==> src/rtl/cw_msg_packer.sv <==
// Serial-to-word packer for the constant-weight decoder message stream, with a small FWFT output FIFO.
// Latency: a completed word reaches word_out one cycle after its push edge; the FIFO head is combinational.
// Backpressure: none upstream; a push into a full FIFO without a same-cycle pop is dropped and sets overflow.

module cw_fifo #(
   parameter int W     = 8,
   parameter int DEPTH = 4
) (
   input  logic         clk,
   input  logic         rst_b,
   input  logic         clr,
   input  logic         wr_vld,
   input  logic [W-1:0] wr_dat,
   input  logic         rd_en,
   output logic [W-1:0] rd_dat,
   output logic         empty,
   output logic         full,
   output logic         overflow
);
   localparam int PW = $clog2(DEPTH);

   logic [W-1:0]  mem_q [DEPTH];
   logic [W-1:0]  mem_d [DEPTH];
   logic [PW-1:0] wr_ptr_q, wr_ptr_d;
   logic [PW-1:0] rd_ptr_q, rd_ptr_d;
   logic [PW:0]   cnt_q, cnt_d;
   logic          ovf_q, ovf_d;
   logic          pop, push_ok;

   assign empty    = (cnt_q == '0);
   assign full     = (cnt_q == (PW+1)'(DEPTH));
   assign overflow = ovf_q;
   assign rd_dat   = empty ? '0 : mem_q[rd_ptr_q];

   always_comb begin
      mem_d    = mem_q;
      wr_ptr_d = wr_ptr_q;
      rd_ptr_d = rd_ptr_q;
      cnt_d    = cnt_q;
      ovf_d    = ovf_q;
      pop      = rd_en && !empty;
      // A pop in the same cycle frees the slot a full-FIFO push needs.
      push_ok  = wr_vld && (!full || pop);
      if (clr) begin
         wr_ptr_d = '0;
         rd_ptr_d = '0;
         cnt_d    = '0;
         ovf_d    = 1'b0;
      end else begin
         if (push_ok) begin
            mem_d[wr_ptr_q] = wr_dat;
            wr_ptr_d        = wr_ptr_q + PW'(1);
         end
         if (pop) begin
            rd_ptr_d = rd_ptr_q + PW'(1);
         end
         if (push_ok && !pop) begin
            cnt_d = cnt_q + (PW+1)'(1);
         end else if (pop && !push_ok) begin
            cnt_d = cnt_q - (PW+1)'(1);
         end
         if (wr_vld && !push_ok) begin
            ovf_d = 1'b1;
         end
      end
   end

   always_ff @(posedge clk or negedge rst_b) begin
      if (!rst_b) begin
         for (int i = 0; i < DEPTH; i++) begin
            mem_q[i] <= '0;
         end
         wr_ptr_q <= '0;
         rd_ptr_q <= '0;
         cnt_q    <= '0;
         ovf_q    <= 1'b0;
      end else begin
         mem_q    <= mem_d;
         wr_ptr_q <= wr_ptr_d;
         rd_ptr_q <= rd_ptr_d;
         cnt_q    <= cnt_d;
         ovf_q    <= ovf_d;
      end
   end
endmodule

module cw_msg_packer #(
   parameter int MSG_W = 8,
   parameter int DEPTH = 4,
   parameter int CNT_W = 16
) (
   input  logic                   clk,
   input  logic                   rst_b,
   input  logic                   clr,
   input  logic                   bin_msg,
   input  logic                   msg_rdy,
   input  logic                   msg_done,
   input  logic                   rd_en,
   output logic [MSG_W-1:0]       word_out,
   output logic                   word_last,
   output logic [$clog2(MSG_W):0] word_nbits,
   output logic                   fifo_empty,
   output logic                   fifo_full,
   output logic                   overflow,
   output logic [CNT_W-1:0]       bit_count,
   output logic                   busy
);
   localparam int IDX_W = $clog2(MSG_W);
   localparam int NB_W  = IDX_W + 1;
   localparam int ENT_W = 1 + NB_W + MSG_W;

   typedef enum logic {IDLE, COLLECT} state_t;

   state_t           state_q, state_d;
   logic [IDX_W-1:0] idx_q, idx_d;
   logic [IDX_W-1:0] pos;
   logic [MSG_W-1:0] sreg_q, sreg_d, sreg_new;
   logic             last_pushed_q, last_pushed_d;
   logic [CNT_W-1:0] bit_count_q, bit_count_d;
   logic [NB_W-1:0]  n_held;
   logic             word_done;
   logic             push_vld;
   logic             fifo_wr_vld;
   logic [ENT_W-1:0] push_dat;
   logic [ENT_W-1:0] head_dat;

   always_comb begin
      pos      = IDX_W'(MSG_W - 1) - idx_q;
      sreg_new = sreg_q;
      if (msg_rdy) begin
         sreg_new[pos] = bin_msg;
      end
      n_held    = {1'b0, idx_q} + NB_W'(msg_rdy);
      word_done = msg_rdy && (idx_q == IDX_W'(MSG_W - 1));
      // A bare msg_done right after a last-tagged push would only repeat the delimiter.
      push_vld  = word_done || (msg_done && ((n_held != '0) || !last_pushed_q));
      // sreg_q is all-zero whenever no bits are held, so padding and the empty marker come for free.
      push_dat  = {msg_done, n_held, sreg_new};

      state_d       = state_q;
      idx_d         = idx_q;
      sreg_d        = sreg_q;
      last_pushed_d = last_pushed_q;
      bit_count_d   = bit_count_q;
      if (clr) begin
         state_d       = IDLE;
         idx_d         = '0;
         sreg_d        = '0;
         last_pushed_d = 1'b0;
         bit_count_d   = '0;
      end else begin
         bit_count_d = bit_count_q + CNT_W'(msg_rdy);
         if (push_vld) begin
            state_d       = IDLE;
            idx_d         = '0;
            sreg_d        = '0;
            last_pushed_d = msg_done;
         end else if (msg_rdy) begin
            state_d       = COLLECT;
            idx_d         = idx_q + IDX_W'(1);
            sreg_d        = sreg_new;
            last_pushed_d = 1'b0;
         end
      end
      fifo_wr_vld = push_vld && !clr;
   end

   always_ff @(posedge clk or negedge rst_b) begin
      if (!rst_b) begin
         state_q       <= IDLE;
         idx_q         <= '0;
         sreg_q        <= '0;
         last_pushed_q <= 1'b0;
         bit_count_q   <= '0;
      end else begin
         state_q       <= state_d;
         idx_q         <= idx_d;
         sreg_q        <= sreg_d;
         last_pushed_q <= last_pushed_d;
         bit_count_q   <= bit_count_d;
      end
   end

   cw_fifo #(
      .W     (ENT_W),
      .DEPTH (DEPTH)
   ) u_fifo (
      .clk      (clk),
      .rst_b    (rst_b),
      .clr      (clr),
      .wr_vld   (fifo_wr_vld),
      .wr_dat   (push_dat),
      .rd_en    (rd_en),
      .rd_dat   (head_dat),
      .empty    (fifo_empty),
      .full     (fifo_full),
      .overflow (overflow)
   );

   assign {word_last, word_nbits, word_out} = head_dat;
   assign bit_count = bit_count_q;
   assign busy      = (state_q == COLLECT);
endmodule

==> config.mk <==
export PLATFORM = sky130hd
export DESIGN_NAME = cw_msg_packer
export DESIGN_NICKNAME = d
export VERILOG_FILES = /design/src/rtl/cw_msg_packer.sv
export SDC_FILE = /design/constraint.sdc
export NUM_CORES = 1
export LEC_CHECK = 0
export ABC_AREA = 0
export BUFFER_PORTS_ARGS = -buffer_cell sky130_fd_sc_hd__buf_2
export CAP_MARGIN = 10
export CELL_PAD_IN_SITES_DETAIL_PLACEMENT = 0
export CELL_PAD_IN_SITES_GLOBAL_PLACEMENT = 1
export CORE_ASPECT_RATIO = 0.75
export CORE_UTILIZATION = 30
export CTS_CLUSTER_SIZE = 12
export DETAILED_ROUTE_END_ITERATION = 16
export PLACE_DENSITY = 0.52
export SLEW_MARGIN = 20
export SYNTH_ARGS = -nofsm -noshare
export SYNTH_HDL_FRONTEND = slang
export SYNTH_SLANG_ARGS = --single-unit
export TNS_END_PERCENT = 100
==> constraint.sdc <==
create_clock -name clk -period 5.59 [get_ports clk]
set_input_delay 1.118 -clock clk [delete_from_list [all_inputs] [get_ports clk]]
set_output_delay 1.118 -clock clk [all_outputs]
set_load 0.05 [all_outputs]
==> reports/metrics.csv <==
stage,metric,value,unit
clock_tree,htree_levels,3,
critical_path,rr_endpoint,u_fifo.cnt_q[2]$_DFFE_PN0P_,
clock_tree,cts_tree,done,
min_path,hold_class,reg2reg,
pwr,powerDensity,329,mW/mm2
finish,final_cell_mix,"89 x dfrtp_1, 40 x mux2_4, 38 x buf_2",
job,cap_violations,0,
critical_path,r2r_start,idx_q[0]$_DFFE_PN0P_,
logic_synthesis,netlist_area,0.00463,mm2
placed_design,gp_congestion,0.726,
grt,gr-max-usage-layer,met2,
critical_path,worstPathMaxFanout,14,
grt,met1_usage,20.0,%
timing,max_freq,0.245,GHz
placed_design,dp_hpwl,6600,um
floorplanning,initial_utilization,31.3,%
routing,wl_per_cell,16.9,um
finish,final_common_cell,dfrtp_1,
grt,grt.overflow.total,0,
grt,grt_use_met2,20.2,%
timing,setup_viol,0,
placed_design,dp_slack,1120,ps
finish,fillers,1437,
timing,finalSetupTns,0,ps
pwr,irDropWorstVdd,0.127,mV
clock_tree,clk_latency,350,ps
clock_tree,post_cts.repair.setup_buffers,0,
grt,grt_pass1_wl,16600,um
logic_synthesis,synth.avg_cell_area,13.2,um2
critical_path,r2r_cells,10,
logic_synthesis,synth_fp_nets,369,
critical_path,path_class,in2reg,
outcome,outcome,finished clean,
timing,post-route-period-util,72.9,%
floorplanning,core_region_area,0.0148,mm2
logic_synthesis,syn_inst,351,
clock_tree,holdBufCountCts,0,
routing,vias,2758,
finish,final_nets,403,
finish,layout-drive-gt1-share,35.9,%
routing,via_per_inst,4.67,
placed_design,portBuffers,39,
grt,grt.total_usage,13.7,%
routing,firstDrtPassIters,4,
critical_path,crit_chain,buf_2 > ha_1 > ha_1 > a2111oi_4 > a21o_1 > nor3_1 > fa_1 > or4_1 > a21oi_1 > a2111oi_0 > a211oi_1,
routing,ant_nets,0,
logic_synthesis,synth_ff_type,dfrtp_1,
logic_synthesis,async_reset_ff_share,100,%
floorplanning,die_h,110,um
timing,clock_skew,14.8,ps
clock_tree,clk_path_buf_depth,2,
timing,finalHoldViolations,0,
finish,stdcell_count,590,
timing,maxSlewViolCount,0,
floorplanning,rows,38,
timing,slew_headroom,44.6,%
timing,min_period,4080,ps
logic_synthesis,synth_cell_type_count,45,
critical_path,worst-path-buf-inv,1,
critical_path,crit_top_cell,ha_1,
finish,finish.utilization,35.7,%
clock_tree,cts_root_buf,clkbuf_16,
critical_path,reg2reg_slack,2000,ps
finish,syn2layout_area_growth,13.9,%
grt,grt_max_degree,46,
timing,rsz0062_at_grt,no,
floorplanning,pin_count,40,
pwr,power.leakage,2.56,nW
clock_tree,cts_buffers,9,
critical_path,max_stage_delay,480,ps
routing,wl,9950,um
placed_design,dp.cells,574,
critical_path,required,5830,ps
floorplanning,dieArea,0.0159,mm2
critical_path,setup.worst_path.end_class,register,
critical_path,cp_top_family,compound AO/OA/AOI/OAI gates,
logic_synthesis,ys_seq_area_share,48.1,%
floorplanning,die_w,145,um
clock_tree,clock-sinks,89,
clock_tree,ctsResizeCount,0,
critical_path,cpMaxStageDelayCell,a2111oi_4,
timing,fin_ws,1510,ps
logic_synthesis,synth_edf_count,0,
routing,drt_iter0_markers,157,
critical_path,cp.arrival,4320,ps
logic_synthesis,ys_seq_elements,89,
grt,antenna_found_initial,0,
min_path,hold_start,u_fifo.overflow$_DFFE_PN0P_,
min_path,hold_depth,2,
clock_tree,path_clk_slew,60,ps
timing,tightest_slew,826,ps
min_path,min_to,u_fifo.overflow$_DFFE_PN0P_,
finish,antennaDiodeCount,0,
routing,drc,0,
grt,grt_pass1_vias,2927,
logic_synthesis,synth-warning-count,0,
grt,global_route.usage.met3,3.49,%
critical_path,cp-start-kind,input port,
[through the flow]
| step | hold WS, ps | power (mW) | area, um2 |
|---|---|---|---|
| final | 501 | 1.73 | 5270 |
| after global routing | 518 | 1.83 | 5270 |
| after CTS | 507 | 1.76 | 5270 |
| after detailed placement | 489 | 1.18 | 4990 |
| after global placement | 487 | 1.18 | 4990 |
| after floorplan | 474 | 1.06 | 4630 |
[final cells by class]
cell class / instances / area [um2] / area share, %
repair buffers: 42 / 220 / 4.18
inverters: 6 / 22.5 / 0.427
flip-flops and latches: 89 / 2230 / 42.2
clock inverters: 5 / 37.5 / 0.712
well taps: 200 / 250 / 4.74
multi-input cells: 237 / 2270 / 43.1
clock buffers: 11 / 243 / 4.60
[Yosys cell counts (5+ instances only)]
cell type  count  area (um2)
mux2_4        40         601
ha_1          10         125
nand2_1       10        37.5
dfrtp_1       89        2230
o21ai_0        6        30.0
clkbuf_1      11        41.3
mux4_2        13         293
nor2_1        27         101
a21oi_1        9        45.0
xor2_1        14         123
nand3_1       10        50.1
nor2b_1       24         150
mux2_2        20         225
buf_6          5        56.3
inv_1          6        22.5
[cells by family after synthesis]
logic type | after synthesis | share of synthesized area (%)
compound gates | 27 | 4.46
xor+xnor | 18 | 3.41
fa+ha+maj | 11 | 3.14
buf+inv | 25 | 2.89
flops | 89 | 48.1
mux | 75 | 24.6
simple gates | 106 | 13.4
[power by group]
group / switching (mW) / leakage, nW / internal [mW]
clock: 0.261 / 0.133 / 0.316
combinational: 0.232 / 1.21 / 0.168
sequential: 0.0603 / 1.22 / 0.695
[flip-flops by register name, summed over array words and instances, names as in the netlist]
signal and count:
u_fifo.mem_q 52, bit_count 16, sreg_q 8, idx_q 3
u_fifo.cnt_q 3, u_fifo.rd_ptr_q 2, u_fifo.wr_ptr_q 2, busy 1
last_pushed_q 1, u_fifo.overflow 1
[metal layers]
layer  vias up  routed length, um
met5         -                  0
met2        36               4310
li1       1310                  -
met1      1405               5240
met4         0                 80
met3         7                325
[tightest hold or removal path: stages (launching register included)]
cell	delay, ps
dfrtp_1	350
a21oi_1	40
nor2_1	70
[worst max path at each step]
stage             from  depth (start not counted)                     endpoint  slack [ps]
3_5_place_dp   msg_rdy                         11  u_fifo.cnt_q[2]$_DFFE_PN0P_        1120
4_1_cts        msg_rdy                         11  u_fifo.cnt_q[2]$_DFFE_PN0P_        1510
5_1_grt        msg_rdy                         11  u_fifo.cnt_q[2]$_DFFE_PN0P_        1170
6_report       msg_rdy                         11  u_fifo.cnt_q[2]$_DFFE_PN0P_        1510
2_1_floorplan  msg_rdy                         10  u_fifo.cnt_q[2]$_DFFE_PN0P_        1810
3_3_place_gp   msg_rdy                         11  u_fifo.cnt_q[2]$_DFFE_PN0P_        1230
Power figures use the tool's default switching activity.
